$ cat config.mk
export PLATFORM = sky130hd
export DESIGN_NAME = ram_arbiter
export DESIGN_NICKNAME = d
export VERILOG_FILES = /design/src/rtl/ram_arbiter.sv
export SDC_FILE = /design/constraint.sdc
export NUM_CORES = 1
export LEC_CHECK = 0
export BUFFER_PORTS_ARGS = -buffer_cell sky130_fd_sc_hd__buf_4
export CORE_UTILIZATION = 25
export DETAILED_ROUTE_END_ITERATION = 10
export PLACE_DENSITY_LB_ADDON = 0.3
export SLEW_MARGIN = 40
export SYNTH_ARGS = -nofsm -noshare
export SYNTH_HDL_FRONTEND = slang
export SYNTH_SLANG_ARGS = --single-unit
export TNS_END_PERCENT = 5
$ cat constraint.sdc
create_clock -name clk_in -period 3.4 [get_ports clk_in]
set_input_delay 0.17 -clock clk_in [delete_from_list [all_inputs] [get_ports clk_in]]
set_output_delay 0.17 -clock clk_in [all_outputs]
set_load 0.01 [all_outputs]
$ cat src/rtl/ram_arbiter.sv
// ram_arbiter: arbitrates a byte-wide single-port RAM between IF and MEM and serialises 1/2/4-byte accesses.
// Define ARB_FAIR_EN to let a waiting IF win after FAIR_LIMIT consecutive MEM grants.
module ram_arbiter #(
    parameter int ADDR_W     = 32,
    parameter int FAIR_LIMIT = 4
) (
    input  logic              clk_in,
    input  logic              rst_in,
    input  logic              if_req_in,
    input  logic [ADDR_W-1:0] if_addr_in,
    input  logic              if_clear_in,
    input  logic              mem_req_in,
    input  logic              mem_rw_in,
    input  logic [ADDR_W-1:0] mem_addr_in,
    input  logic [2:0]        mem_len_in,
    input  logic [31:0]       mem_wdata_in,
    input  logic [7:0]        ram_din_in,
    output logic              ram_rw_out,
    output logic [ADDR_W-1:0] ram_addr_out,
    output logic [7:0]        ram_dout_out,
    output logic              if_done_out,
    output logic [31:0]       if_inst_out,
    output logic              mem_done_out,
    output logic [31:0]       mem_rdata_out
);
    typedef enum logic [1:0] {IDLE, READ, WRITE} state_t;

    state_t            state_q, state_d;
    logic [2:0]        cnt_q, cnt_d, len_q, len_d;
    logic              owner_q, owner_d;
    logic [ADDR_W-1:0] base_q, base_d;
    logic [31:0]       asm_q, asm_d, asm_ins;
    logic [31:0]       if_inst_q, if_inst_d, mem_rdata_q, mem_rdata_d;
    logic              if_done_q, if_done_d, mem_done_q, mem_done_d;
    logic              if_go, mem_go, idle_ok, fair_win, grant_mem, grant_if;

    assign if_go     = if_req_in && !if_clear_in;
    assign mem_go    = mem_req_in && (mem_len_in == 3'd1 || mem_len_in == 3'd2 || mem_len_in == 3'd4);
    assign idle_ok   = state_q == IDLE && !if_done_q && !mem_done_q;
    assign grant_mem = idle_ok && mem_go && !fair_win;
    assign grant_if  = idle_ok && if_go && !grant_mem;

`ifdef ARB_FAIR_EN
    localparam int FW = $clog2(FAIR_LIMIT + 1);
    logic [FW-1:0] fair_cnt_q, fair_cnt_d;
    assign fair_win = if_go && fair_cnt_q == FW'(FAIR_LIMIT);
    always_comb begin
        fair_cnt_d = fair_cnt_q;
        if (!if_req_in || grant_if)
            fair_cnt_d = '0;
        else if (grant_mem && !if_clear_in && !fair_win && fair_cnt_q != FW'(FAIR_LIMIT))
            fair_cnt_d = fair_cnt_q + 1'b1;
    end
    always_ff @(posedge clk_in or negedge rst_in)
        if (!rst_in) fair_cnt_q <= '0;
        else         fair_cnt_q <= fair_cnt_d;
`else
    logic unused_fair_limit;
    assign unused_fair_limit = FAIR_LIMIT[0];
    assign fair_win = 1'b0;
`endif

    // byte cnt-1 arrives this cycle because the RAM answers one cycle after the address
    always_comb begin
        asm_ins = asm_q;
        for (int i = 0; i < 4; i++)
            if (cnt_q == 3'(i + 1)) asm_ins[8*i +: 8] = ram_din_in;
    end

    always_comb begin
        state_d     = state_q;
        cnt_d       = cnt_q;
        len_d       = len_q;
        owner_d     = owner_q;
        base_d      = base_q;
        asm_d       = asm_q;
        if_inst_d   = if_inst_q;
        mem_rdata_d = mem_rdata_q;
        if_done_d   = 1'b0;
        mem_done_d  = 1'b0;
        case (state_q)
            IDLE: begin
                cnt_d = '0;
                if (grant_mem) begin
                    state_d = mem_rw_in ? WRITE : READ;
                    owner_d = 1'b1;
                    base_d  = mem_addr_in;
                    len_d   = mem_len_in;
                    asm_d   = mem_rw_in ? mem_wdata_in : '0;
                end else if (grant_if) begin
                    state_d = READ;
                    owner_d = 1'b0;
                    base_d  = if_addr_in;
                    len_d   = 3'd4;
                    asm_d   = '0;
                end
            end
            READ: begin
                cnt_d = cnt_q + 3'd1;
                asm_d = asm_ins;
                if (!owner_q && if_clear_in) begin
                    state_d = IDLE;
                    cnt_d   = '0;
                end else if (cnt_q == len_q) begin
                    state_d     = IDLE;
                    cnt_d       = '0;
                    if_done_d   = !owner_q;
                    mem_done_d  = owner_q;
                    if_inst_d   = owner_q ? if_inst_q : asm_ins;
                    mem_rdata_d = owner_q ? asm_ins : mem_rdata_q;
                end
            end
            WRITE: begin
                cnt_d = cnt_q + 3'd1;
                if (cnt_q == len_q - 3'd1) begin
                    state_d    = IDLE;
                    cnt_d      = '0;
                    mem_done_d = 1'b1;
                end
            end
            default: state_d = IDLE;
        endcase
    end

    always_ff @(posedge clk_in or negedge rst_in)
        if (!rst_in) begin
            state_q     <= IDLE;
            cnt_q       <= '0;
            len_q       <= '0;
            owner_q     <= 1'b0;
            base_q      <= '0;
            asm_q       <= '0;
            if_inst_q   <= '0;
            mem_rdata_q <= '0;
            if_done_q   <= 1'b0;
            mem_done_q  <= 1'b0;
        end else begin
            state_q     <= state_d;
            cnt_q       <= cnt_d;
            len_q       <= len_d;
            owner_q     <= owner_d;
            base_q      <= base_d;
            asm_q       <= asm_d;
            if_inst_q   <= if_inst_d;
            mem_rdata_q <= mem_rdata_d;
            if_done_q   <= if_done_d;
            mem_done_q  <= mem_done_d;
        end

    assign ram_rw_out    = state_q == WRITE;
    assign ram_addr_out  = state_q == IDLE ? '0 : base_q + ADDR_W'(cnt_q);
    assign ram_dout_out  = state_q == WRITE ? asm_q[{cnt_q[1:0], 3'b000} +: 8] : 8'h00;
    assign if_done_out   = if_done_q;
    assign if_inst_out   = if_inst_q;
    assign mem_done_out  = mem_done_q;
    assign mem_rdata_out = mem_rdata_q;
endmodule

==> flow_summary.json, run 1 <==
{
  "status": "complete, no violations",
  "wire_per_inst_um": 17.6,
  "worst_clock_skew_ns": 0.0143,
  "io_buffers": 219,
  "yosysWarnings": 0,
  "dpl_cell_area_um2": 9510,
  "cts_tree": "built",
  "finalCritPeriodShare_pct": 91.4,
  "htreeDepth": 4,
  "layout_common_cells": "226 x buf_4, 139 x dfrtp_1, 96 x mux2_2, 85 x nand2_1, 59 x o21ai_0",
  "pwr-share-comb_pct": 39.5,
  "grt_use_total_pct": 15.2,
  "slew_violations": 0,
  "cts_setup_buffers": 0,
  "grt_start_max_net_pins": 72,
  "path_class": "flop to output port",
  "synth-edff-count": 0,
  "cellLeakagePower_uw": 0.00494,
  "yosysSeqAreaShare_pct": 47.0,
  "ir_worst_vdd_mv": 0.304,
  "rsz0062_at_grt": "false",
  "dp_hpwl_um": 16500,
  "syn2layout_area_growth_pct": 37.5,
  "ys_ff_latch": 139,
  "drive_gt1_share_pct": 41.9,
  "clock-sinks": 139,
  "drv_cap": 0,
  "worstPathArrival_ns": 2.94,
  "core_um2": 28900,
  "syn_area_per_cell_um2": 10.9,
  "clk_pin_slew_ns": 0.07,
  "cts_buffer_depth": 2,
  "final_common_cell": "buf_4",
  "worstSkewPairLatency_ns": 0.43,
  "min_path_type": "input port to flop",
  "gr-total-overflow": 0,
  "vias_per_cell": 4.52,
  "worstSetupStartpoint": "cnt_q[0]$_DFFE_PN0P_",
  "grt_pass1_wl_um": 35200,
  "setup_viol": 0,
  "cts_root_buf": "clkbuf_16",
  "end_kind": "output port",
  "power-per-cell-area_nw_per_um2": 746,
  "switching_share_pct": 39.2,
  "switchingPower_uw": 2980,
  "fp.dieH_um": 174,
  "min_from": "if_addr_in[21]",
  "grt_pass1_vias": 5933,
  "antenna_found_initial": 0,
  "rows": 62,
  "worst_slack_ns": 0.291,
  "dr.first_iter.drc_count": 224,
  "startpoint_type": "flop",
  "ys_types": 48,
  "die_area_um2": 30300,
  "syn_nets": 807,
  "vias": 5849,
  "power_uw": 7600,
  "crit_required_ns": 3.23,
  "pre_cts_ws_ns": 0.755,
  "final_cell_area_um2": 10200,
  "reg2reg_from": "cnt_q[0]$_DFFE_PN0P_",
  "fmax_ghz": 0.322,
  "antenna_cells": 0,
  "p_clk_share_pct": 25.3,
  "path_max_fanout": 10,
  "power_frac_seq_pct": 35.2,
  "slew_headroom_pct": 52.4,
  "ant_nets": 0,
  "min_period_ns": 3.11,
  "worstMarginPinSlew_ns": 0.713,
  "dpl.cell_count": 1255,
  "initial_core_util_pct": 25.6,
  "layout.cells.non_filler": 1293,
  "drt_first_pass_iters": 4,
  "wl_um": 22700,
  "drc": 0,
  "finalHoldViolCount": 0,
  "synth_cells": 680,
  "pin_count": 220,
  "async_flop_share_pct": 100,
  "nets": 1023,
  "die_w_um": 174,
  "synth_area_um2": 7410,
  "setup_tns_ns": 0,
  "numCtsBuffers": 17,
  "routabilityCongestion": 0.781,
  "p_int_uw": 4620,
  "ys.flop_type": "dfrtp_1"
}
synth_stat cells, drive strengths merged (2+ instances only):
library cell	instances	area share, %
or3	4	0.34
nand3	16	1.2
inv	16	0.81
nand2	87	4.4
dfrtp	139	47
nand2b	2	0.17
mux2	96	15
o21ai	74	5.0
ha	13	2.2
buf	21	1.4
xnor2	4	0.47
nor2b	2	0.17
a22oi	32	3.2
clkbuf	18	0.91
nand4	13	1.3
mux4	8	2.4
xor2	26	3.1
nor2	33	1.8
and4	3	0.37
and2	10	0.84
nor3	5	0.56
a22o	2	0.24
a21oi	8	0.54
mux2i	33	4.5
logic make-up (layout without fill, tap and decap cells):
group                    count (synthesis)  after routing  share of synthesized area (%)
flip-flops                             139            139                           47.0
buffers and inverters                   55            284                           3.14
AO/OA/AOI/OAI                          125            125                           10.4
multiplexers                           137            137                           21.5
XOR/XNOR                                31             31                           3.85
adder cells (fa/ha/maj)                 14             14                           2.47
AND/OR/NAND/NOR                        179            179                           11.7
final cells by class:
class,count,area (µm²)
clock buffers,17,425
inverters,16,60.1
flip-flops and latches,139,3480
fillers,2913,18700
well taps,384,480
clock inverters,15,194
repair buffers,236,1830
multi-input cells,486,3720
flip-flops by register name (all words and copies together) (netlist names):
signal         flops
asm_q             32
base_q            32
cnt_q              3
if_done_out        1
if_inst_out       32
len_q              3
mem_done_out       1
mem_rdata_out     32
owner_q            1
state_q            2
worst max-delay path: stages (launching register included):
cell,delay (ns)
dfrtp_1,0.37
ha_1,0.17
inv_1,0.05
fa_1,0.40
nand2b_1,0.22
a2111oi_4,0.70
nand4_1,0.21
xor2_1,0.18
nor2_1,0.09
buf_4,0.13
per-layer routing:
metal	GRT usage, %	up-vias	part of all wire, %
li1	-	2851	-
met4	3.29	0	0.75
met3	5.51	17	8.0
met1	19.5	2782	45
met5	0	-	0
met2	24.4	199	46
what timing repair did:
action                    4_1_cts  5_1_grt
hold endpoints to repair       75        0
gates resized for setup         0        0
hold buffers                    6        0
power by group through the flow:
stage               clock network [µW]  logic (µW)  registers, µW
floorplan                            0        1700           2680
global placement                     0        3020           2700
detailed placement                   0        3040           2710
CTS                               1980        3060           2680
global route                      2050        3310           2760
finish                            1920        3000           2680
final timing paths:
path                       slack, ns  cells after the start                             to
hold / removal                  0.02                      3         base_q[21]$_DFFE_PN0P_
hold reg to reg                 0.50                      2          asm_q[20]$_DFFE_PN0P_
max in group asynchronous       2.21                      3  mem_rdata_out[27]$_DFFE_PN0P_
setup reg to reg                1.00                      6    if_inst_out[14]$_DFFE_PN0P_
setup / recovery                0.29                      9               ram_addr_out[28]
min in group asynchronous       0.34                      2          base_q[5]$_DFFE_PN0P_
through the flow:
stage                     util, %  hold WS, ns
final                        35.2       0.0170
after global routing         35.2       0.0209
after CTS                    35.2    0.0000507
after detailed placement     32.9        0.259
after global placement       32.9        0.265
after floorplan                 -       -0.126
No activity file was read; power rests on OpenSTA's default activity.
==> inputs of run 2 (changes only) <==
--- a/config.mk
+++ b/config.mk
@@ -5,7 +5,9 @@
 export SDC_FILE = /design/constraint.sdc
 export NUM_CORES = 1
 export LEC_CHECK = 0
+export ABC_AREA = 1
 export BUFFER_PORTS_ARGS = -buffer_cell sky130_fd_sc_hd__buf_4
+export CORE_MARGIN = 8
 export CORE_UTILIZATION = 25
 export DETAILED_ROUTE_END_ITERATION = 10
 export PLACE_DENSITY_LB_ADDON = 0.3
==> constraint.sdc (replaced) <==
create_clock -name clk_in -period 2.5 [get_ports clk_in]
set_input_delay 0.125 -clock clk_in [delete_from_list [all_inputs] [get_ports clk_in]]
set_output_delay 0.125 -clock clk_in [all_outputs]
set_load 0.01 [all_outputs]
==> flow_summary.json, run 2 <==
{
  "numCtsBuffers": 17,
  "async_flop_share_pct": 100,
  "worst_clock_skew_ns": 0.0152,
  "die_w_um": 196,
  "crit_family": "adder cells",
  "worstPathArrival_ns": 2.32,
  "core_um2": 32300,
  "crit_chain": "ha_2 > inv_2 > fa_2 > inv_2 > nand2_4 > nand2_4 > nand2_4 > nor2_4 > buf_6 > xnor2_2 > nor2_1 > buf_4",
  "dpl_cell_area_um2": 10300,
  "initial_core_util_pct": 25.2,
  "ys_ff_latch": 139,
  "cts_root_buf": "clkbuf_16",
  "yosysTopAreaCell": "dfrtp_1",
  "routabilityCongestion": 0.900,
  "synthTopCellsByCount": "420 x nand2_1, 139 x dfrtp_1, 122 x nor2_1",
  "whs_endpoint": "base_q[1]$_DFFE_PN0P_",
  "met2_usage_pct": 25.6,
  "worstSkewPairLatency_ns": 0.43,
  "setup_viol": 0,
  "drt_first_pass_iters": 7,
  "cts_tree": "built",
  "grt-busiest-layer": "met2",
  "rsz0062_at_grt": "true",
  "syn2layout_area_growth_pct": 43.0,
  "grt_start_max_net_pins": 66,
  "ys.flop_type": "dfrtp_1",
  "pre_cts_ws_ns": 0.166,
  "yosysMostFrequentCell": "nand2_1",
  "yosysSeqAreaShare_pct": 42.7,
  "path_buf_inv": 4,
  "dp_hpwl_um": 23500,
  "final_cell_area_um2": 11600,
  "startpoint_type": "flop",
  "use_met3_pct": 3.31,
  "drc": 0,
  "yosys.area.top_type_share_pct": 42.7,
  "finalCritPeriodShare_pct": 97.8,
  "grt_pass1_vias": 8462,
  "cts_buffer_depth": 2,
  "final_common_cell": "nand2_1",
  "reg2reg_from": "state_q[0]$_DFFE_PN0P_",
  "r2r_slack_ns": 0.16,
  "finalHoldViolCount": 0,
  "worst_path_most_repeated_cell": "nand2_4",
  "rows": 66,
  "holdWs_ns": 0.0228,
  "syn_area_per_cell_um2": 7.15,
  "synth-edff-count": 0,
  "cellLeakagePower_uw": 0.00573,
  "ir_worst_vdd_mv": 0.525,
  "gr-total-overflow": 0,
  "path_max_fanout": 6,
  "worstMarginPinSlew_ns": 0.742,
  "crit_required_ns": 2.38,
  "slew_violations": 0,
  "worst_slack_ns": 0.0559,
  "slew_headroom_pct": 50.5,
  "clock-sinks": 139,
  "vias_per_cell": 4.56,
  "fp.dieH_um": 196,
  "grt_pass1_wl_um": 49400,
  "synth_cells": 1138,
  "nets": 1541,
  "worstSetupStartpoint": "base_q[0]$_DFFE_PN0P_",
  "io_buffers": 219,
  "synth_area_um2": 8140,
  "drv_cap": 0,
  "grt_use_total_pct": 16.4,
  "end_kind": "output port",
  "synthTopCellsByArea": "dfrtp_1 43%, nand2_1 19%, nor2_1 5.6%",
  "drive_gt1_share_pct": 24.0,
  "path_class": "flop to output port",
  "worstReg2RegEnd": "base_q[2]$_DFFE_PN0P_",
  "ant_nets": 0,
  "min_period_ns": 2.44,
  "clk_pin_slew_ns": 0.07,
  "slowest_delay_ns": 0.37,
  "fmax_ghz": 0.409,
  "yosysWarnings": 0,
  "status": "complete, no violations",
  "holdPathStages": 3,
  "pin_count": 220,
  "htreeDepth": 4,
  "power-per-cell-area_nw_per_um2": 1150,
  "die_area_um2": 38600,
  "rr_worst_depth": 9,
  "antenna_found_initial": 1,
  "layout_common_cells": "412 x nand2_1, 241 x buf_4, 138 x dfrtp_1, 115 x nor2_1, 91 x inv_1",
  "min_from": "mem_addr_in[1]",
  "cp_slowest_cell": "fa_2",
  "min_path_type": "input port to flop",
  "syn_nets": 1265,
  "wl_um": 31900,
  "met1_usage_pct": 21.3,
  "ys_types": 32,
  "wire_per_inst_um": 17.1,
  "vias": 8521,
  "dr.first_iter.drc_count": 518
}
## run 2: through the flow
stage / TNS, ns / instances / util (%) / total power, µW
finish: 0 / 1870 / 36.0 / 13400
global route: -0.338 / 1870 / 36.0 / 14400
CTS: -0.0117 / 1865 / 35.7 / 13400
global placement: 0 / 1768 / 31.8 / 10600
detailed placement: 0 / 1768 / 31.8 / 10700
floorplan: 0 / 1138 / - / 7710
## run 2: where the power goes
part	switching, µW	total [µW]	internal (µW)
Clock	1120	2520	1400
Combinational	4150	6840	2690
Sequential	822	3990	3160
## run 2: what timing repair did
| action | CTS | global route |
|---|---|---|
| hold buffers | 65 | 0 |
| resized for setup | 12 | 25 |
| setup buffers | 0 | 4 |
| pin swaps | 1 | 13 |
| setup endpoints to repair | 12 | 21 |
| hold endpoints to repair | 93 | 0 |
## run 2: worst max-delay path by stage
stage                        to  cells past startpoint  slack, ns
6_report       ram_addr_out[12]                     12       0.06
3_5_place_dp   ram_addr_out[16]                     11       0.17
2_1_floorplan  ram_addr_out[16]                      9       0.22
5_1_grt        ram_addr_out[26]                     12      -0.07
4_1_cts         ram_addr_out[8]                     11      -0.01
3_3_place_gp   ram_addr_out[16]                     11       0.18
## run 2: kinds of logic after synthesis
| group | share of synthesized area [%] |
|---|---|
| buf+inv | 8.75 |
| xor+xnor | 1.18 |
| simple gates | 28.9 |
| flops | 42.7 |
| fa+ha+maj | 2.24 |
| compound gates | 16.0 |
| mux | 0.123 |
## run 2: worst register-to-register path: stages (launching register included)
cell and delay [ns]:
dfrtp_1 0.42, inv_1 0.10, ha_1 0.17, nand2_1 0.09, nor2_1 0.17, nand2_2 0.19
nand2_2 0.29, nor2_1 0.07, a31oi_1 0.18, dlygate4sd3_1 0.59
## run 2: cell type report
class,instances,area (µm²)
antenna,1,2.50
clock buffer,19,433
clock inverter,13,133
fill,3434,20700
inverter,98,369
multi-input combinational,844,4070
sequential,139,3480
tap,442,553
timing repair buffer,314,2590
## run 2: layer usage
layer | up-vias | routed length (µm)
met5 | - | 0
met3 | 66 | 1780
met4 | 0 | 1370
li1 | 4198 | -
met1 | 4012 | 14200
met2 | 245 | 14600
